## config.mk

```make
export PLATFORM = sky130hd
export DESIGN_NAME = pc_sequencer
export DESIGN_NICKNAME = d
export VERILOG_FILES = /design/src/rtl/pc_sequencer.sv
export SDC_FILE = /design/constraint.sdc
export NUM_CORES = 1
export LEC_CHECK = 0
export ABC_AREA = 0
export CORE_MARGIN = 4
export CORE_UTILIZATION = 47
export CTS_CLUSTER_SIZE = 16
export DETAILED_ROUTE_END_ITERATION = 7
export PLACE_DENSITY_LB_ADDON = 0.15
export SETUP_SLACK_MARGIN = 0.5
export SYNTH_ARGS = -nofsm -noshare
export SYNTH_HDL_FRONTEND = slang
export SYNTH_SLANG_ARGS = --single-unit
```

## constraint.sdc

```tcl
create_clock -name clock -period 4.5 [get_ports clock]
set_input_delay 0.45 -clock clock [delete_from_list [all_inputs] [get_ports clock]]
set_output_delay 0.45 -clock clock [all_outputs]
set_load 0.02 [all_outputs]
```

## src/rtl/pc_sequencer.sv

```systemverilog
// Program-counter sequencer: next-PC selection, fetch handshake, stall-deferred redirects,
// exceptions and halt. Define PC_ALIGN_CHECK_EN to trap misaligned redirect targets.
module pc_sequencer #(
    parameter logic [31:0] RESET_VECTOR = 32'h0000_0000,
    parameter logic [31:0] EXC_VECTOR   = 32'h0000_0080
) (
    input  logic        clock,
    input  logic        reset,
    input  logic [31:0] pc_cur,
    output logic [31:0] next_pc,
    output logic        imem_req,
    input  logic        imem_ready,
    output logic        instr_valid,
    input  logic        stall,
    input  logic        branch_taken,
    input  logic [31:0] branch_target,
    input  logic        jump,
    input  logic [31:0] jump_target,
    input  logic        exc,
    input  logic        eret,
    input  logic        halt,
    output logic [31:0] epc,
    output logic        halted,
    output logic        misalign
);

    typedef enum logic [1:0] {StBoot, StFetch, StHalted} state_e;

    // Redirect priority codes; 0 means "no redirect" so pend_prio_q doubles as a valid flag.
    localparam logic [1:0] PrioNone   = 2'd0;
    localparam logic [1:0] PrioJump   = 2'd1;
    localparam logic [1:0] PrioBranch = 2'd2;
    localparam logic [1:0] PrioEret   = 2'd3;

    state_e      state_q, state_d;
    logic [31:0] epc_q, epc_d;
    logic [1:0]  pend_prio_q, pend_prio_d;
    logic [31:0] pend_target_q, pend_target_d;

    logic [1:0]  new_prio;
    logic [31:0] new_target;
    logic [1:0]  eff_prio;
    logic [31:0] eff_target;
    logic        eff_misaligned;
    logic        handshake;

    always_comb begin
        new_prio   = PrioNone;
        new_target = 32'h0;
        if (eret) begin
            new_prio   = PrioEret;
            new_target = epc_q;
        end else if (branch_taken) begin
            new_prio   = PrioBranch;
            new_target = branch_target;
        end else if (jump) begin
            new_prio   = PrioJump;
            new_target = jump_target;
        end
`ifndef PC_ALIGN_CHECK_EN
        new_target[1:0] = 2'b00;
`endif
        // A latched redirect yields only to a strictly higher-priority new one.
        if (new_prio > pend_prio_q) begin
            eff_prio   = new_prio;
            eff_target = new_target;
        end else begin
            eff_prio   = pend_prio_q;
            eff_target = pend_target_q;
        end
`ifdef PC_ALIGN_CHECK_EN
        eff_misaligned = (eff_target[1:0] != 2'b00);
`else
        eff_misaligned = 1'b0;
`endif
    end

    always_comb begin
        state_d       = state_q;
        epc_d         = epc_q;
        pend_prio_d   = pend_prio_q;
        pend_target_d = pend_target_q;
        next_pc       = pc_cur;
        imem_req      = 1'b0;
        instr_valid   = 1'b0;
        halted        = 1'b0;
        misalign      = 1'b0;
        handshake     = 1'b0;

        unique case (state_q)
            StBoot: begin
                next_pc = RESET_VECTOR;
                state_d = StFetch;
            end
            StFetch: begin
                imem_req  = !stall;
                handshake = !stall && imem_ready;
                if (exc) begin
                    next_pc     = EXC_VECTOR;
                    epc_d       = pc_cur;
                    pend_prio_d = PrioNone;
                end else if (eff_prio != PrioNone) begin
                    if (stall) begin
                        pend_prio_d   = eff_prio;
                        pend_target_d = eff_target;
                    end else if (eff_misaligned) begin
                        next_pc     = EXC_VECTOR;
                        epc_d       = pc_cur;
                        misalign    = 1'b1;
                        pend_prio_d = PrioNone;
                    end else begin
                        next_pc     = eff_target;
                        pend_prio_d = PrioNone;
                    end
                end else if (handshake) begin
                    instr_valid = 1'b1;
                    next_pc     = pc_cur + 32'd4;
                    if (halt) begin
                        state_d = StHalted;
                    end
                end
            end
            StHalted: begin
                halted = 1'b1;
                if (exc) begin
                    next_pc     = EXC_VECTOR;
                    epc_d       = pc_cur;
                    pend_prio_d = PrioNone;
                    state_d     = StFetch;
                end
            end
            default: state_d = StBoot;
        endcase

        if (!reset) begin
            next_pc     = RESET_VECTOR;
            imem_req    = 1'b0;
            instr_valid = 1'b0;
            halted      = 1'b0;
            misalign    = 1'b0;
        end
    end

    always_ff @(posedge clock) begin
        if (!reset) begin
            state_q       <= StBoot;
            epc_q         <= 32'h0;
            pend_prio_q   <= PrioNone;
            pend_target_q <= 32'h0;
        end else begin
            state_q       <= state_d;
            epc_q         <= epc_d;
            pend_prio_q   <= pend_prio_d;
            pend_target_q <= pend_target_d;
        end
    end

    assign epc = epc_q;

endmodule

```

# Word-level counts from Yosys, hierarchy flattened
# Index checks and enable logic that the tools add are counted.
# word_totals
ff_bits	68
latchBits	0
ram_bits	0
rom_bits	0
out_inout_bits	68
n_memories	0
# op_classes
add_sub_neg	1
n_mul	0
div	0
magnitude_cmp	1
n_eq_ne	8
shifts	0
mux	35
bitwise	1
reduce_logical	10
# ops
operator	n
$mux W32	10
$pmux W32 S3	1
$add A32 B3 Y32 const B	1
$mux W2	12
$mux W1	10
$ne A2 B2 Y1 const B	5
$pmux W2 S3	1
$reduce_and A5 Y1	1
$pmux W2 S2	1
$reduce_and A4 Y1	1
$reduce_bool A2 Y1	2
$ne A3 B3 Y1 const B	1
$reduce_and A3 Y1	1
$eq A2 B1 Y1 const B	1
$eq A2 B2 Y1 const B	1
$gt A2 B2 Y1	1
$logic_not A2 Y1	1
$reduce_and A2 Y1	1
$reduce_or A2 Y1	1
$logic_and A1 B1 Y1	1
$logic_not A1 Y1	1
$not A1 Y1	1

# Longest topological paths before layout
# depth
word_depth	10
ltp_mapped	15

# Worst setup path after synthesis
# No wires, ideal clock.
# synth_path
path_kind	input to output
startpoint	input port eret
endpoint	output port next_pc[2]
arrival_time_ps	3416
setup_slack_ps	634
stages	12
cell_sequence	buf_2 -> clkbuf_1 -> clkbuf_1 -> or2_2 -> ha_1 -> nor2b_4 -> o21ai_2 -> mux2_4 -> buf_2 -> buf_2 -> o21a_1 -> o41ai_1
# synth_between
elab_chain_cells	8
elab_cells_between_ends	11
classes_between	order compare (1); mux (9); reduce/logical (1)
# synth_rtl
element	line	rtl
start: declaration	20	input logic eret,
$mux W2	50	if (eret) begin
$gt A2 B2 Y1	64	if (new_prio > pend_prio_q) begin
$mux W32 / $mux W2 (equally long branches)	64	
$mux W32 / $reduce_bool A2 Y1 (equally long branches)	103, 102	
$mux W32 *	102	end else if (eff_prio != PrioNone) begin
$mux W32 *	98	if (exc) begin
$pmux W32 S3 *	90	unique case (state_q)
$mux W32 *	135	if (!reset) begin
end: declaration	10	output logic [31:0] next_pc,
# Mark *: on every way between the ends. The rest lies on a longest branch, timed or not.

# Worst setup path after layout
# layout_path
startpoint	input port eret
endpoint	output port next_pc[14]
# The elaborated chain is that of the path after synthesis.

==> flow_metrics.tcl <==
set metrics [dict create \
    status "complete, no violations" \
    clock_latency_ns 0.36 \
    synth_area_leaders "dfxtp_1, nand2_1, a21oi_1" \
    first_iter_violations 722 \
    drt-wirelength-per-cell_um 20.9 \
    r2r_cells 10 \
    critPathRequiredTime_ns 4.05 \
    ios 173 \
    async_flop_share_pct 0 \
    clk_pin_slew_ns 0.07 \
    instances_no_fill 1035 \
    synth_nets 839 \
    rsz0062_at_grt "yes" \
    critical_path.top_delay_family "simple AND/OR/NAND/NOR gates" \
    rrSetupSlack_ns 1.45 \
    dpl.cell_count 1007 \
    fmax_mhz 247 \
    cap_violations 0 \
    die_area_um2 12600 \
    drc 0 \
    numCtsBuffers 9 \
    synth_xor_xnor_area_share_pct 0.515 \
    port_buffers 167 \
    peakVddDrop_uv 165 \
    ys_warn_count 0 \
    routed_wl_um 21600 \
    core_area_um2 10500 \
    worst_pin_slew_ns 0.784 \
    slew_headroom_pct 47.7 \
    cts_hold_buffers 0 \
    synth_flop_cell "dfxtp_1" \
    hold_violations 0 \
    min_from "pend_target_q[30]" \
    finalCritPeriodShare_pct 89.9 \
    tns_ns 0 \
    yosysTopAreaCell "dfxtp_1" \
    fp-row-count 37 \
    clock-sinks 68 \
    ys_ff_latch 68 \
    dr.pass1.iters 5 \
    cp.buffers_inverters 4 \
    ys_seq_area_share_pct 26.7 \
    drv_slew 0 \
    critPathLaunchType "input port" \
    fin_skew_ns 0.0137 \
    post-route-min-period_ns 4.05 \
    antenna_found_initial 0 \
    grt_pass1_wl_um 33300 \
    hpwl_um 15600 \
    synth_top_family_by_area "compound AO/OA/AOI/OAI gates" \
    synthSimpleGateAreaFrac_pct 28.2 \
    ys_types 74 \
    min_path_cells 2 \
    power.density_nw_per_um2 247 \
    die_width_um 112 \
    ctsRootBufferMaster "clkbuf_8" \
    max_stage_delay_ns 0.57 \
    synthAdderAreaFrac_pct 1.96 \
    ant_nets 0 \
    num_vias 6418 \
    chipHeight_um 112 \
    grt_util_all_layers_pct 33.0 \
    grt_pass1_vias 6072 \
    hold_path.class "flop to flop" \
    insertedDiodeCount 0 \
    synth_compound_area_share_pct 31.2 \
    worstReg2RegStart "pend_prio_q[1]" \
    initial_core_util_pct 48.7 \
    cts_htree_levels 3 \
    cts_tree "built" \
    syn-cell-area_um2 5100 \
    setup_violations 0 \
    synth_edf_count 0 \
    worst_r2r_endpoint "pend_target_q[16]" \
    viasPerCell 6.20 \
    synth_cells 726 \
    netlist.area_leader.share_pct 26.7 \
    gr-total-overflow 0 \
    holdPathEnd "pend_target_q[30]" \
    drive_above_1_share_pct 11.6 \
    routabilityCongestion 0.947 \
    crit_chain "clkdlybuf4s50_1, or2_2, ha_1, nor2b_4, o21ai_4, buf_12, mux2i_4, buf_4, or4b_1, o22a_1, o22ai_1, buf_2" \
    p_leak_nw 2.89 \
    avgSynthCellArea_um2 7.02 \
    cp.arrival_ns 3.60 \
    area_delta_synth_final_pct 44.0 \
    grt_max_degree 70 \
    crit_fanout 5 \
    crit_type "input port to primary output" \
    final_nets 1007 \
    clockBufferDepth 2 \
    end_kind "primary output" \
    synthMuxAreaShare_pct 4.76 \
    nFillCells 925 \
    slowest_stage "or4b_1" \
]
cell families after synthesis:
| family | after synthesis |
|---|---|
| compound gates | 237 |
| xor+xnor | 3 |
| fa+ha+maj | 8 |
| buf+inv | 79 |
| flops | 68 |
| mux | 23 |
| other cells | 1 |
| simple gates | 307 |
through the flow:
step	setup slack (ns)	hold WS [ns]	utilization, %	cell area (um2)	total power [W]
floorplan	0.634	0.433	-	5100	0.000967
global placement	0.116	0.438	66.9	6990	0.00123
detailed placement	0.0766	0.445	66.9	6990	0.00124
CTS	0.367	0.457	69.9	7320	0.00179
global route	0.415	0.477	70.1	7340	0.00188
finish	0.454	0.459	70.1	7340	0.00181
area by class of cell:
class / count / area, um2 / area share (%)
clock buffers: 12 / 145 / 1.98
clock inverters: 4 / 48.8 / 0.665
inverters: 18 / 67.6 / 0.921
multi-input cells: 580 / 3500 / 47.7
flip-flops and latches: 68 / 1360 / 18.6
well taps: 136 / 170 / 2.32
repair buffers: 217 / 2050 / 27.9
placed cells by master, fill, tap and decap left out, types with 5 or more instances in the layout:
master           count
a211o_1              5
o22ai_1              7
a21oi_1             72
o31ai_1              7
mux2i_1             14
a22oi_1             10
a221oi_1            18
a211oi_1            11
o211a_1              5
nand3b_1             5
nand2_1            159
nor2b_1              6
o21ai_0             34
buf_4               45
clkbuf_2             6
and3_1               9
a22o_1               5
clkbuf_8            10
ha_1                 8
clkdlybuf4s50_1    134
nor3_1              27
and4_1               5
a31oi_1             10
dfxtp_1             68
dlygate4sd2_1       21
mux2_2               6
nand2b_1             5
nor2_1              45
inv_1               17
and2_1               6
a32oi_1              5
nand3_1             12
worst register-to-register path, delay by kind of cell (launching register included):
| family | cells | cell delay (ns) |
|---|---|---|
| flops | 1 | 0.34 |
| simple gates | 2 | 0.83 |
| fa+ha+maj | 1 | 0.34 |
| mux | 1 | 0.38 |
| buf+inv | 3 | 0.39 |
| compound gates | 3 | 0.70 |
report_power, final:
part           switching, W  total [W]  internal, W
logic              0.000347   0.000629     0.000282
clock network      0.000260   0.000531     0.000271
registers         0.0000199   0.000649     0.000629
synthesized netlist by cell type, types with 3 or more instances:
cell type,n
or3_1,3
a2bb2oi_1,4
buf_2,22
a22o_1,5
a221o_1,4
a221oi_1,18
mux2_2,6
o21a_1,3
a22oi_1,10
a211o_1,5
clkbuf_1,33
nand4_1,3
nand2b_1,5
o21ai_0,36
o211ai_1,3
nor2_1,48
o211a_1,5
nor3_1,27
nor2b_1,7
a21oi_1,72
ha_1,8
buf_1,4
xor2_1,3
nand3b_1,5
mux2i_1,16
o311ai_0,5
dfxtp_1,68
o22ai_1,7
a211oi_1,12
inv_1,17
a32oi_1,5
and4_1,5
nand2_1,160
nand3_1,12
a31oi_1,10
o31ai_1,9
and2_1,6
and3_1,9
sequential cells by signal, indices dropped and copies added (netlist names):
| name | cells |
|---|---|
| pend_target_q | 32 |
| pend_prio_q | 2 |
| epc | 32 |
| state_q | 2 |
worst max-delay path by stage:
stage	start	to	slack, ns	cells after the start
6_report	eret	next_pc[14]	0.45	12
5_1_grt	eret	next_pc[14]	0.42	12
4_1_cts	eret	next_pc[9]	0.37	12
3_5_place_dp	eret	next_pc[7]	0.08	11
3_3_place_gp	eret	next_pc[7]	0.12	11
2_1_floorplan	eret	next_pc[2]	0.63	12
layer usage:
| layer | GRT usage (%) | vias up | routed length [um] |
|---|---|---|---|
| li1 | - | 2988 | - |
| met5 | 0 | - | 0 |
| met1 | 46.3 | 2989 | 9140 |
| met4 | 8.65 | 0 | 382 |
| met3 | 7.60 | 39 | 2350 |
| met2 | 51.1 | 402 | 9710 |
repair_timing:
action,CTS,global route
setup endpoints to repair,32,20
buffers inserted,9,1
pin swaps,1,1
cloned,2,0
resized for setup,40,33
No activity file was read; power rests on OpenSTA's default activity.
==> variant 1, RTL diff (config.mk and constraints unchanged) <==
Register the input `jump_target` before use, without a reset. The logic sees it one clock later. The other inputs are not delayed to match.
--- a/src/rtl/pc_sequencer.sv
+++ b/src/rtl/pc_sequencer.sv
@@ -32,6 +32,12 @@
     localparam logic [1:0] PrioBranch = 2'd2;
     localparam logic [1:0] PrioEret   = 2'd3;
 
+    logic [31:0] jump_target_q;
+
+    always_ff @(posedge clock) begin
+        jump_target_q <= jump_target;
+    end
+
     state_e      state_q, state_d;
     logic [31:0] epc_q, epc_d;
     logic [1:0]  pend_prio_q, pend_prio_d;
@@ -55,7 +61,7 @@
             new_target = branch_target;
         end else if (jump) begin
             new_prio   = PrioJump;
-            new_target = jump_target;
+            new_target = jump_target_q;
         end
 `ifndef PC_ALIGN_CHECK_EN
         new_target[1:0] = 2'b00;
Formal check against the unedited RTL: not equivalent (a bounded check fails within 4 cycles, from zero or initial values and one cycle with reset low).
==> variant 1 against the original RTL <==
Synthesized area grew 8.7%. Sequential cell count rose by 30. Via count grew 2.1%. Cell count is 1.1% higher. Power increased by 28%. Wire length grew 4.7%. Final area rose by 6.0%. Worst setup slack improved by 160 ps. Critical path type unchanged. Critical endpoint is now next_pc[6]. Largest power group unchanged.
==> variant 1: results (changes against the original RTL) <==
metric;value;unit;change
multi_input_comb_cells;570;;-1.7%
area_overhead_vs_synth;40.3;%;
combPwrFrac;25.2;%;-9.6 points
slew_headroom;37.1;%;-11 points
place_worst_setup_slack;183;ps;+107 ps
power.sequential.total;937;uW;+44%
seq_share;25.2;%;+6.7 points
synth.ff_latch_count;98;;+44%
detailedRoute.firstPassIterationCount;6;;+1
synth_most_common_cell;nand2_1;;
internal_power;1610;uW;+36%
grt_max_degree;73;;+4.3%
post_synth_main_area_contributors;dfxtp_1 (35%), nand2_1 (9.5%), a21oi_1 (7.4%);;
share_of_cells_above_drive_strength_1;9.86;%;-1.7 points
r2r_end;pend_target_q[20]$_SDFFE_PN0P_;;
synth_fp_nets;850;;+1.3%
finalWorstPathRequiredPeriod;3890;ps;-159 ps
finalWirelength;22600;microns;+4.7%
vias_per_cell;6.27;;+1.1%
status;finished clean;;
fillCellCount;997;;+7.8%
critical_path_arrival;3440;ps;-160 ps
worstSetupEndpoint;next_pc[6];;
cts_root_buffer;clkbuf_16;;
postSynth.topFlopCell;dfxtp_1;;
vias_in_the_first_global_route;6436;;+6.0%
main_combinational_cell_family_by_area_after_synthesis;compound AO/OA/AOI/OAI gates;;
hold_slack;456;ps;-2.45 ps
clock_area_share;3.89;%;+1.3 points
place.gp.congestion;0.942;;-0.49%
crit_fanout;9;;+4
multiInputGateArea;0.00335;sq mm;-4.1%
post-dp-hpwl;16700;microns;+7.2%
synthMuxAreaShare;1.65;%;-3.1 points
syn_avg_cell_area;7.52;sq um;+7.1%
grt_antenna_before_repair;0;;unchanged
worstHoldEndpoint;pend_target_q[18]$_SDFFE_PN0P_;;
dr.first_iter.drc_count;675;;-6.5%
numPortBuffers;167;;unchanged
place_area;0.00740;sq mm;+5.8%
critical-path-top-delay-family;buffers and inverters;;
slowest_delay;610;ps;+40 ps
number_of_unique_standard_cell_types_used_by_synthesis;76;;+2.7%
clock_tree.htree_level_count;3;;unchanged
ir_drop;0.270;mV;+64%
pg_comb;582;uW;-7.5%
clkbuf_count;11;;-1
layout_skew;7.13;ps;-6.56 ps
grt.total_usage;33.0;%;about the same
synth_compound_area_share;30.0;%;-1.3 points
dieWidth;117;microns;+4.0%
synth_sequential_area_ratio;35.4;%;+8.7 points
non_clock_inverter_count;15;;-3
synth_adder_area_share;1.81;%;-0.16 points
non_clock_buffer_count;204;;-6.0%
route.vias.total;6555;;+2.1%
nonClkBufAreaFrac;24.7;%;-3.2 points
synth.cells.most_frequent;nand2_1 (141), dfxtp_1 (98), a21oi_1 (82);;
first_pass_grt_wire_length;34400;microns;+3.2%
total_leakage_power;0.00299;uW;+3.6%
==> variant 1: cells by family (layout without fill, tap and decap cells) <==
family | Yosys count | in the layout
buffers and inverters | 69 | 235
xor gates and xnor gates | 1 | 1
DFF | 98 | 98
AOI/OAI and AO/OA | 247 | 247
muxes | 8 | 8
adders and majority gates | 8 | 8
other | 1 | 1
and+or+nand+nor | 305 | 305
==> variant 1: worst reg2reg max path, cell delays in order, from the launching register on <==
cell      delay (ps)
dfxtp_1          360
inv_1             90
ha_1             340
nor2b_4          160
o21ai_4          220
mux2_4           410
buf_4            200
nor2_4           490
buf_4            330
nor2_1            70
a211oi_1         240
==> variant 1: what timing repair did <==
item	in CTS	in global routing
setup endpoints to repair	32	24
cloned	0	0
hold endpoints to repair	0	0
buffers inserted	7	0
resized for setup	37	7
==> variant 1: layer usage <==
metal | wire, microns | GRT usage (%)
met5 | 0 | 0
met4 | 1020 | 16.6
met3 | 2070 | 7.56
met2 | 10700 | 54.2
met1 | 8780 | 40.5
==> variant 2, RTL diff (same settings) <==
Without the edit above. Build with the macro `PC_ALIGN_CHECK_EN` defined.
--- a/src/rtl/pc_sequencer.sv
+++ b/src/rtl/pc_sequencer.sv
@@ -1,5 +1,7 @@
 // Program-counter sequencer: next-PC selection, fetch handshake, stall-deferred redirects,
 // exceptions and halt. Define PC_ALIGN_CHECK_EN to trap misaligned redirect targets.
+`define PC_ALIGN_CHECK_EN
+
 module pc_sequencer #(
     parameter logic [31:0] RESET_VECTOR = 32'h0000_0000,
     parameter logic [31:0] EXC_VECTOR   = 32'h0000_0080
Formal check against the unedited RTL: not equivalent (a bounded check fails within 4 cycles, from zero or initial values and one cycle with reset low).
==> variant 2 against the original RTL <==
Highest routed layer unchanged. Fmax rose by 1.1%. Power rose by 25%. Critical path depth fell by 1. Largest power group is now combinational cells. Synthesized area rose by 23%. Sequential cell count did not move. Final area rose by 18%. Wire length rose by 28%. Worst setup slack improved by 44 ps.
==> variant 2: results (changes against the original RTL) <==
metric;value;unit;change
synthMuxAreaShare;2.68;%;-2.1 points
post-cts-setup-buffer-count;3;;-6
nonClkBufAreaFrac;25.8;%;-2.1 points
number_of_unique_standard_cell_types_used_by_synthesis;75;;+1.4%
grt_use_met3;8.65;%;+1.0 points
multi_input_comb_cells;716;;+23%
met2RoutedLength;11700;microns;+20%
slowest_delay;650;ps;+80 ps
numPortBuffers;172;;+3.0%
share_of_cells_above_drive_strength_1;9.33;%;-2.2 points
place.gp.congestion;0.997;;+5.3%
synth.cells.most_frequent;nand2_1 (134), nor2_1 (82), dfxtp_1 (68);;
seq_share;15.8;%;-2.8 points
detailedRoute.firstPassIterationCount;6;;+1
grt_max_degree;55;;-21%
routed-wl-met3;3930;microns;+67%
synth_fp_nets;1012;;+21%
ir_drop;0.162;mV;-1.9%
r2r_end;epc[6]$_SDFFE_PN0P_;;
worst_skew_pair.late_latency;340;ps;-20 ps
status;finished clean;;
synth_adder_area_share;0.799;%;-1.2 points
vias_in_the_first_global_route;7124;;+17%
groute.layer.met2.usage;51.2;%;+0.11 points
groute.layer.met1.usage;51.2;%;+5.0 points
synth-xor-area-share;0.280;%;-0.24 points
cp_slowest_cell;clkdlybuf4s50_1;;
synth_sequential_area_ratio;21.7;%;-5.0 points
[variant 2: cell types whose count changed after synthesis, moves of 10 or more]
cell,unedited run,this run
a31oi_1,10,31
nand2_1,160,134
nand4_1,3,21
a211oi_1,12,24
nor2_1,48,82
nor3b_1,2,19
inv_1,17,27
o211ai_1,3,15
a21oi_1,72,33
a221oi_1,18,38
clkbuf_1,33,53
nand3_1,12,22
and3_1,9,34
o31a_1,1,23
[variant 2: tightest hold or removal path: stages, from the launching register on]
cell	delay, ps
dfxtp_1	320
nand2_1	50
mux2i_1	50
[variant 2: metrics by stage]
step           hold slack [ps]  power [uW]  cell area, sq um  setup slack (ps)  util (%)
3_3_place_gp               459        1520              8260               257      64.4
6_report                   476        2270              8640               498      67.4
5_1_grt                    501        2350              8640               326      67.4
4_1_cts                    481        2240              8550               287      66.7
2_1_floorplan              437        1160              6260               671         -
3_5_place_dp               472        1530              8260               227      64.4
